$ cat config.mk
export PLATFORM = sky130hd
export DESIGN_NAME = russian_peasant_product_accumulator_8_flat
export DESIGN_NICKNAME = d
export VERILOG_FILES = /design/src/rtl/rp_mult_pkg.sv /design/src/rtl/russian_peasant_product_accumulator_8_if.sv /design/src/rtl/rp_sat_add.sv /design/src/rtl/russian_peasant_product_accumulator_8.sv /design/src/flat_wrapper.sv
export SDC_FILE = /design/constraint.sdc
export NUM_CORES = 1
export LEC_CHECK = 0
export ABC_AREA = 1
export ABC_CLOCK_PERIOD_IN_PS = 2300
export BUFFER_PORTS_ARGS = -buffer_cell sky130_fd_sc_hd__buf_2
export CORE_MARGIN = 2
export CORE_UTILIZATION = 40
export DETAILED_ROUTE_END_ITERATION = 10
export GPL_ROUTABILITY_DRIVEN = 0
export GPL_TIMING_DRIVEN = 0
export MAX_ROUTING_LAYER = met4
export PLACE_DENSITY_LB_ADDON = 0.12
export SETUP_SLACK_MARGIN = 0.4
export SYNTH_ARGS = -nofsm -noshare
export SYNTH_HDL_FRONTEND = slang
export SYNTH_SLANG_ARGS = --single-unit
export TNS_END_PERCENT = 100
$ cat constraint.sdc
create_clock -name clk -period 2.3 [get_ports clk]
set_input_delay 0.23 -clock clk [delete_from_list [all_inputs] [get_ports clk]]
set_output_delay 0.23 -clock clk [all_outputs]
set_load 0.1 [all_outputs]
$ cat src/rtl/rp_mult_pkg.sv
// Shared definitions for the Russian-peasant multiply-accumulate path.
//   RP_OP_W   : multiplier operand width
//   RP_PROD_W : multiplier product width (2 * RP_OP_W)
//   RP_ACC_W  : default accumulator / block-sum width
//   rp_acc_state_t : accumulator FSM state
package rp_mult_pkg;

  localparam int unsigned RP_OP_W   = 8;
  localparam int unsigned RP_PROD_W = 16;
  localparam int unsigned RP_ACC_W  = 24;

  typedef enum logic {
    ST_ACCUM,
    ST_HOLD
  } rp_acc_state_t;

endpackage

$ cat src/rtl/russian_peasant_product_accumulator_8_if.sv
// Stream interface between the multiplier, the product accumulator and the block consumer.
//   in_valid / in_ready / in_product / in_last : product input stream
//   out_valid / out_ready / out_sum / out_count / out_overflow : block-sum output stream
// Modports:
//   master : the environment (drives products, accepts sums)
//   slave  : the accumulator
interface russian_peasant_product_accumulator_8_if #(
  parameter int unsigned PROD_W = 16,
  parameter int unsigned ACC_W  = 24,
  parameter int unsigned CNT_W  = 3
);

  logic              in_valid;
  logic              in_ready;
  logic [PROD_W-1:0] in_product;
  logic              in_last;

  logic              out_valid;
  logic              out_ready;
  logic [ACC_W-1:0]  out_sum;
  logic [CNT_W-1:0]  out_count;
  logic              out_overflow;

  modport master (
    output in_valid,
    output in_product,
    output in_last,
    output out_ready,
    input  in_ready,
    input  out_valid,
    input  out_sum,
    input  out_count,
    input  out_overflow
  );

  modport slave (
    input  in_valid,
    input  in_product,
    input  in_last,
    input  out_ready,
    output in_ready,
    output out_valid,
    output out_sum,
    output out_count,
    output out_overflow
  );

endinterface

$ cat src/rtl/rp_sat_add.sv
// Combinational saturating adder.
//   acc    : current accumulator value (ACC_W)
//   addend : unsigned value to add (IN_W, IN_W <= ACC_W)
//   sum    : acc + addend, clamped to 2^ACC_W-1
//   ovf    : the addition saturated
module rp_sat_add #(
  parameter int unsigned IN_W  = 16,
  parameter int unsigned ACC_W = 24
) (
  input  logic [ACC_W-1:0] acc,
  input  logic [IN_W-1:0]  addend,
  output logic [ACC_W-1:0] sum,
  output logic             ovf
);

  logic [ACC_W:0] wide;

  // One guard bit is enough: acc <= 2^ACC_W-1 and addend < 2^IN_W <= 2^ACC_W.
  always_comb begin
    wide = {1'b0, acc} + (ACC_W + 1)'(addend);
    ovf  = wide[ACC_W];
    sum  = ovf ? {ACC_W{1'b1}} : wide[ACC_W-1:0];
  end

endmodule

$ cat src/rtl/russian_peasant_product_accumulator_8.sv
// Back end of the 8-bit Russian-peasant multiplier: sums blocks of COUNT products (or fewer when
// in_last closes a block early) and presents each block sum as one registered output beat.
//   clk  : clock, all state updates on the rising edge
//   rst  : synchronous active-high reset
//   bus  : slave modport carrying the product input stream and the block-sum output stream
//          (in_valid/in_ready/in_product/in_last, out_valid/out_ready/out_sum/out_count/
//          out_overflow)
module russian_peasant_product_accumulator_8
  import rp_mult_pkg::*;
#(
  parameter int unsigned PROD_W = RP_PROD_W,
  parameter int unsigned ACC_W  = RP_ACC_W,
  parameter int unsigned COUNT  = 4,
  parameter int unsigned CNT_W  = $clog2(COUNT + 1)
) (
  input logic clk,
  input logic rst,
  russian_peasant_product_accumulator_8_if.slave bus
);

  rp_acc_state_t    state_q, state_d;
  logic [ACC_W-1:0] acc_q, acc_d;
  logic [CNT_W-1:0] cnt_q, cnt_d;
  logic             ovf_q, ovf_d;

  logic             out_valid_q, out_valid_d;
  logic [ACC_W-1:0] out_sum_q, out_sum_d;
  logic [CNT_W-1:0] out_count_q, out_count_d;
  logic             out_ovf_q, out_ovf_d;

  logic             in_fire;
  logic             out_fire;
  logic             complete;
  logic [CNT_W-1:0] ncnt;
  logic [ACC_W-1:0] nsum;
  logic             step_ovf;

  rp_sat_add #(
    .IN_W  (PROD_W),
    .ACC_W (ACC_W)
  ) u_sat_add (
    .acc    (acc_q),
    .addend (bus.in_product),
    .sum    (nsum),
    .ovf    (step_ovf)
  );

  // Registered output with no skid buffer: while a beat is held, a new product is only taken in
  // the cycle that beat leaves, so the new block can never clobber it.
  assign bus.in_ready = !rst && (state_q == ST_ACCUM || bus.out_ready);

  assign in_fire  = bus.in_valid && bus.in_ready;
  assign out_fire = out_valid_q && bus.out_ready;
  assign ncnt     = cnt_q + CNT_W'(1);
  assign complete = (ncnt == CNT_W'(COUNT)) || bus.in_last;

  // ACCUM and HOLD share one input path: in HOLD acc/cnt are already zero, and an input transfer
  // in HOLD implies the held beat leaves in the same cycle.
  always_comb begin
    state_d     = state_q;
    acc_d       = acc_q;
    cnt_d       = cnt_q;
    ovf_d       = ovf_q;
    out_valid_d = out_valid_q;
    out_sum_d   = out_sum_q;
    out_count_d = out_count_q;
    out_ovf_d   = out_ovf_q;

    if (in_fire) begin
      if (complete) begin
        out_sum_d   = nsum;
        out_count_d = ncnt;
        out_ovf_d   = ovf_q | step_ovf;
        out_valid_d = 1'b1;
        acc_d       = '0;
        cnt_d       = '0;
        ovf_d       = 1'b0;
        state_d     = ST_HOLD;
      end else begin
        acc_d       = nsum;
        cnt_d       = ncnt;
        ovf_d       = ovf_q | step_ovf;
        out_valid_d = 1'b0;
        state_d     = ST_ACCUM;
      end
    end else if (out_fire) begin
      out_valid_d = 1'b0;
      state_d     = ST_ACCUM;
    end
  end

  always_ff @(posedge clk) begin
    if (rst) begin
      state_q     <= ST_ACCUM;
      acc_q       <= '0;
      cnt_q       <= '0;
      ovf_q       <= 1'b0;
      out_valid_q <= 1'b0;
      out_sum_q   <= '0;
      out_count_q <= '0;
      out_ovf_q   <= 1'b0;
    end else begin
      state_q     <= state_d;
      acc_q       <= acc_d;
      cnt_q       <= cnt_d;
      ovf_q       <= ovf_d;
      out_valid_q <= out_valid_d;
      out_sum_q   <= out_sum_d;
      out_count_q <= out_count_d;
      out_ovf_q   <= out_ovf_d;
    end
  end

  assign bus.out_valid    = out_valid_q;
  assign bus.out_sum      = out_sum_q;
  assign bus.out_count    = out_count_q;
  assign bus.out_overflow = out_ovf_q;

endmodule

$ cat src/flat_wrapper.sv
// flat-port wrapper written by rule: the top's interface ports become plain ports
module russian_peasant_product_accumulator_8_flat import rp_mult_pkg::*;
#(
  parameter int unsigned PROD_W = RP_PROD_W,
  parameter int unsigned ACC_W  = RP_ACC_W,
  parameter int unsigned COUNT  = 4,
  parameter int unsigned CNT_W  = $clog2(COUNT + 1)
)
  (clk, rst, bus_in_valid, bus_in_product, bus_in_last, bus_out_ready, bus_in_ready, bus_out_valid, bus_out_sum, bus_out_count, bus_out_overflow);
  russian_peasant_product_accumulator_8_if #(.PROD_W(PROD_W), .ACC_W(ACC_W), .CNT_W(CNT_W)) bus_i ();
  input logic clk;
  input logic rst;
  input wire logic [$bits(bus_i.in_valid)-1:0] bus_in_valid;
  input wire logic [$bits(bus_i.in_product)-1:0] bus_in_product;
  input wire logic [$bits(bus_i.in_last)-1:0] bus_in_last;
  input wire logic [$bits(bus_i.out_ready)-1:0] bus_out_ready;
  output wire logic [$bits(bus_i.in_ready)-1:0] bus_in_ready;
  output wire logic [$bits(bus_i.out_valid)-1:0] bus_out_valid;
  output wire logic [$bits(bus_i.out_sum)-1:0] bus_out_sum;
  output wire logic [$bits(bus_i.out_count)-1:0] bus_out_count;
  output wire logic [$bits(bus_i.out_overflow)-1:0] bus_out_overflow;
  assign bus_i.in_valid = bus_in_valid;
  assign bus_i.in_product = bus_in_product;
  assign bus_i.in_last = bus_in_last;
  assign bus_i.out_ready = bus_out_ready;
  assign bus_in_ready = bus_i.in_ready;
  assign bus_out_valid = bus_i.out_valid;
  assign bus_out_sum = bus_i.out_sum;
  assign bus_out_count = bus_i.out_count;
  assign bus_out_overflow = bus_i.out_overflow;
  russian_peasant_product_accumulator_8 #(.PROD_W(PROD_W), .ACC_W(ACC_W), .COUNT(COUNT), .CNT_W(CNT_W)) u_core (.clk(clk), .rst(rst), .bus(bus_i));
endmodule
Word level (Yosys, flattened, before mapping)
Index checks and enable logic that the tools add are counted.

storage, ports and cells
  bits in registers = 57
  bits in latches = 0
  memory bits (writable) = 0
  bits in read-only memories = 0
  input port bits = 21
  output and inout bits = 30
  word-level logic and storage cells = 27
  memories kept = 0

operators by class
  add/sub/neg operators = 2
  multipliers = 0
  div/mod/pow operators = 0
  order comparisons = 0
  eq/ne operators = 1
  shifts and indexed selects = 0
  mux-type cells = 7
  bitwise logic cells = 2
  reduce and logical (&&, ||, !) cells = 8

operators by type and width
  kind                                                            count
  24-bit 2-to-1 mux                                               2
  24-bit by 16-bit adder with 25-bit output                       1
  1-bit 2-to-1 mux                                                4
  3-bit by 1-bit adder with 3-bit output (second input constant)  1
  3-bit == test (second input constant)                           1
  1-bit logical AND                                               3
  3-bit 2-to-1 mux                                                1
  1-bit logical OR                                                2
  2-bit AND reduction                                             1
  2-bit nonzero test                                              1
  1-bit logical NOT                                               1
  1-bit NOT                                                       1
  1-bit OR                                                        1

Logic depth before layout (Yosys ltp)
  depth after elaboration = 5
  depth in mapped cells = 13
  gate-level depth less buffers = 13

Cells and area by module
Synthesis repeated with hierarchy kept, for this count alone.

unflattened totals
  cell total of the unflattened synthesis = 620
  area, all modules = 3922.5 sq um

modules (own cells, without submodules)
  module                                 times used  cells each  area each (sq um)  sequential area each (sq um)
  russian_peasant_product_accumulator_8  1           294         2235.9             1141.1
  rp_sat_add                             1           326         1686.6             0.0

Least setup slack after synthesis
OpenSTA, ideal clock, no wires.

  path type = reg2reg
  start point = register u_core.state_q
  end point = register u_core.out_sum_q[16] (netlist: u_core.bus.out_sum[16])
  data arrival time = 2.692 ns
  data required time = 2.182 ns
  path slack = -0.510 ns
  stages on the path, launching flop included = 9
  path buffers = 2
  clock period less this slack = 2.810 ns
  path through = dfxtp_1 -> a21oi_2 -> nand2_1 -> a21oi_2 -> buf_4 -> buf_2 -> nand2_1 -> o211ai_1 -> inv_1

between the ends
  cells in the longest elaborated chain, start to end = 5

RTL lines
  item                           RTL line                                      source
  start, declared                russian_peasant_product_accumulator_8.sv:21   rp_acc_state_t state_q, state_d;
  start signal, assigned         russian_peasant_product_accumulator_8.sv:103  state_q <= state_d;
  1-bit NOT                      russian_peasant_product_accumulator_8.sv:50   assign bus.in_ready = !rst && (state_q == ST_ACCUM || bus.out_ready);
  1-bit logical OR               russian_peasant_product_accumulator_8.sv:50
  1-bit logical AND              russian_peasant_product_accumulator_8.sv:50
  via bus_in_ready               flat_wrapper.sv:17                            output wire logic [$bits(bus_i.in_ready)-1:0] bus_in_ready;
  1-bit logical AND              russian_peasant_product_accumulator_8.sv:52   assign in_fire = bus.in_valid && bus.in_ready;
  2-bit AND reduction (no line)  -
  end signal, assigned           russian_peasant_product_accumulator_8.sv:108  out_sum_q <= out_sum_d;
  end, declared                  russian_peasant_product_accumulator_8.sv:27   logic [ACC_W-1:0] out_sum_q, out_sum_d;

The timed path passes the listed nets, and every way through them passes these cells.
A chain may end at the register's enable or synchronous reset.

Worst setup path in the final report
  start point = register u_core.acc_q[0]
  end point = register u_core.acc_q[0]

between the ends
  cells in the longest elaborated chain, start to end = 3

RTL lines
  item                                       RTL line                                      source
  start, declared                            russian_peasant_product_accumulator_8.sv:22   logic [ACC_W-1:0] acc_q, acc_d;
  start signal, assigned                     russian_peasant_product_accumulator_8.sv:95   acc_q <= '0;
  start signal, assigned                     russian_peasant_product_accumulator_8.sv:104  acc_q <= acc_d;
  24-bit by 16-bit adder with 25-bit output  rp_sat_add.sv:20                              wide = {1'b0, acc} + (ACC_W + 1)'(addend);
  24-bit 2-to-1 mux                          rp_sat_add.sv:22                              sum = ovf ? {ACC_W{1'b1}} : wide[ACC_W-1:0];
  24-bit 2-to-1 mux                          russian_peasant_product_accumulator_8.sv:70   if (complete) begin

Every way passes these cells.

==> flow_summary_export.csv <==
group,metric,value,unit
synthesis,muxShareOfSynthArea,0,%
critical_path,worstPathMaxFanout,10,
critical_path,critPathRequiredTime,2500,ps
final_layout,final_util,55.1,%
synthesis,synth-edff-count,0,
placed_design,port_buffers,49,
hold_path,hold_class,"in2reg",
critical_path,cp_num_cells,13,
detailed_routing,dr_total_vias,3835,
synthesis,synthCells,585,
cts,clock_sinks,57,
final_layout,area_growth,34.0,%
synthesis,synth.most_common_cell,"nand2_1",
hold_path,min_path_cells,4,
cts,cts_root_buf,"clkbuf_8",
timing,rsz0062_at_grt,"yes",
detailed_routing,avgViaCountPerCell,4.86,
synthesis,synth-compound-area-share,14.4,%
detailed_routing,postRouteAntennaNets,0,
global_routing,antenna_found_initial,0,
global_routing,grt_max_degree,11,
timing,worst_slack,291,ps
synthesis,synth_top_cell_by_area,"dfxtp_1",
final_layout,multi_input_area,2730,um2
cts,holdBufCountCts,0,
power,irDropWorstVdd,0.000339,V
critical_path,r2r_slack,290,ps
timing,finalHoldViolCount,0,
status,outcome,"finished, final reports clean",
final_layout,nFillCells,893,
detailed_routing,dr.first_iter.drc_count,191,
critical_path,cp_slowest_cell,"fa_2",
critical_path,r2r-start,"u_core.acc_q[0]$_SDFFE_PP0P_",
critical_path,critical_path_class,"reg2reg",
synthesis,async_flop_share,0,%
synthesis,postSynthNetCount,625,
placed_design,pre_cts_ws,116,ps
synthesis,ys_seq_area_share,30.0,%
final_layout,fin_area,5090,um2
critical_path,end_kind,"flip-flop",
detailed_routing,wl_per_cell,14.2,um
synthesis,synth_simple_gate_area_share,36.5,%
detailed_routing,drc,0,
critical_path,arrival,2210,ps
timing,relSlewSlack,49.5,%
synthesis,synth.avg_cell_area,6.50,um2
final_layout,seqCellArea,1150,um2
floorplan,row_count,35,
timing,slew_violations,0,
power,switchingPower,959,uW
detailed_routing,first_pass_iters,6,
global_routing,grt_pass1_wl,17.8,mm
floorplan,fp.dieW,101,um
critical_path,path_delay_family,"simple AND/OR/NAND/NOR gates",
hold_path,holdCritStartpoint,"bus_out_ready",
critical_path,r2r_end,"u_core.acc_q[0]$_SDFFE_PP0P_",
cts,cts_buffers,9,
final_layout,nNetsFinal,695,
critical_path,slowest_delay,360,ps
cts,htreeDepth,3,
cts,clkTransAtPathRegs,80,ps
timing,tns,0,ps
final_layout,final_cells,789,
cts,clockBufferDepth,2,
synthesis,synth.cell_area,3800,um2
critical_path,ff2ff_path_depth,13,
critical_path,crit_end,"u_core.acc_q[0]$_SDFFE_PP0P_",
synthesis,synth_common_cells,"171 x nand2_1, 76 x inv_1, 75 x nor2_1",
power,combPwrFrac,23.1,%
timing,clock.fmax,498,MHz
synthesis,synth_fa_ha_area_share,6.45,%
synthesis,yosysTopAreaCellShare,30.0,%
critical_path,critPathBufInv,1,
critical_path,setup.worst_path.start_class,"flip-flop",
power,power.density,574,nW/um2
placed_design,dpl.hpwl,8.26,mm
global_routing,overflow,0,
power,p_int,1.96,mW
power,swShare,32.8,%
timing,worst_hold_slack,183,ps
synthesis,synth_top_family_by_area,"simple AND/OR/NAND/NOR gates",
cts,clk_latency,340,ps
synthesis,synth-seq-cells,57,
synthesis,ys_warn_count,0,
critical_path,cp_common_cell,"nand2_2",
global_routing,track_usage,23.2,%
power,finalPower,2.92,mW
cts,cts_tree,"built",
synthesis,dominantRegCellSynth,"dfxtp_1",
floorplan,core,9240,um2
floorplan,num_io_pins,51,
critical_path,worstSetupStartpoint,"u_core.acc_q[0]$_SDFFE_PP0P_",
placed_design,dp.cells,763,
timing,fin_crit_sh,87.3,%
synthesis,synthTopCellsByArea,"dfxtp_1 30%, nand2_1 17%, inv_1 7.5%",
placed_design,place_area,4250,um2
critical_path,crit_chain,"ha_4 -> fa_2 -> nand2_2 -> nand2_2 -> nand3_2 -> nand2_2 -> nand2_2 -> nand2_4 -> nand2_8 -> inv_8 -> or2_4 -> nand2_1 -> a21oi_1",
synthesis,yosysUniqueCellTypes,41,
power,p_leak,2.43,nW
timing,fin_worst_skew,12.0,ps
synthesis,synth_xor_area_share,1.84,%
flow_run,drv_cap,0,
timing,period_minus_slack,2010,ps
power,seqPwrFrac,35.8,%
global_routing,grt_pass1_vias,3659,
floorplan,die_area,10300,um2
floorplan,initial_core_util,41.1,%
detailed_routing,drt-total-wl,11.2,mm
timing,worstMarginPinSlew,757,ps
timing,setup_viol,0,
final_layout,drive_gt1_share,33.6,%
final_layout,antenna_cells,0,
power,pwr-share-clk,41.1,%
floorplan,fp.dieH,101,um
-- worst reg2reg max path: stages (launching register included) --
cell and delay, ps:
dfxtp_2 340, ha_4 160, fa_2 360, nand2_2 100
nand2_2 60, nand3_2 70, nand2_2 70, nand2_2 80
nand2_4 80, nand2_8 120, inv_8 70, or2_4 240
nand2_1 60, a21oi_1 60
-- layout by cell type, fill, tap and decap left out, drive strengths merged --
cell type	count
clkinvlp	1
or2	8
nand3	35
inv	80
a22oi	1
o21bai	1
o211ai	1
ha	18
clkbuf	17
a21oi	46
and2	1
xor2	8
o21ai	38
clkinv	1
buf	72
nor2	79
nor3	3
dfxtp	57
fa	1
bufinv	3
nand4	5
a211oi	2
a21o	1
nand2	180
nand3b	1
-- final cells by class --
cell class,count,share of cell area [%]
Buffer,19,2.97
Clock buffer,11,2.78
Clock inverter,5,2.02
Inverter,80,6.05
Multi-Input combinational cell,429,53.6
Sequential cell,57,22.5
Tap cell,129,3.17
Timing Repair Buffer,59,6.83
-- layer usage --
layer / global-route usage (%) / wire, um / vias up
met5: - / 0 / -
met2: 40.3 / 5580 / 73
li1: - / - / 1990
met3: 3.52 / 383 / 11
met1: 27.0 / 5080 / 1761
met4: 8.73 / 142 / 0
-- power by group through the flow --
stage	clock network, mW	registers, mW	logic (mW)
after global routing	1.27	1.05	0.724
final	1.20	1.05	0.674
after floorplan	0	1.25	0.273
after detailed placement	0	1.07	0.586
after global placement	0	1.07	0.582
after CTS	1.22	1.04	0.628
-- worst min path at each step --
| stage | endpoint | slack (ps) |
|---|---|---|
| 3_3_place_gp | u_core.acc_q[13]$_SDFFE_PP0P_ | 460 |
| 2_1_floorplan | u_core.state_q$_SDFFE_PP0P_ | 430 |
| 5_1_grt | u_core.state_q$_SDFFE_PP0P_ | 190 |
| 4_1_cts | u_core.state_q$_SDFFE_PP0P_ | 170 |
| 6_report | u_core.state_q$_SDFFE_PP0P_ | 180 |
| 3_5_place_dp | u_core.acc_q[0]$_SDFFE_PP0P_ | 460 |
-- logic make-up after synthesis --
logic type	Yosys count
simple gates	312
buf+inv	99
compound gates	90
flops	57
fa+ha+maj	19
xor+xnor	8
-- registers in the layout (all words and copies together), names as in the netlist --
name                     flops
u_core.bus.out_sum          24
u_core.cnt_q                 3
u_core.acc_q                24
u_core.bus.out_overflow      1
u_core.ovf_q                 1
u_core.state_q               1
u_core.bus.out_count         3
-- timing repair --
action / in CTS / in global routing
gates cloned: 1 / 0
pin swaps: 20 / 11
resized for setup: 59 / 62
setup buffers: 7 / 2
setup endpoints to repair: 50 / 52
Note: power is estimated with default switching activity, not from simulation.
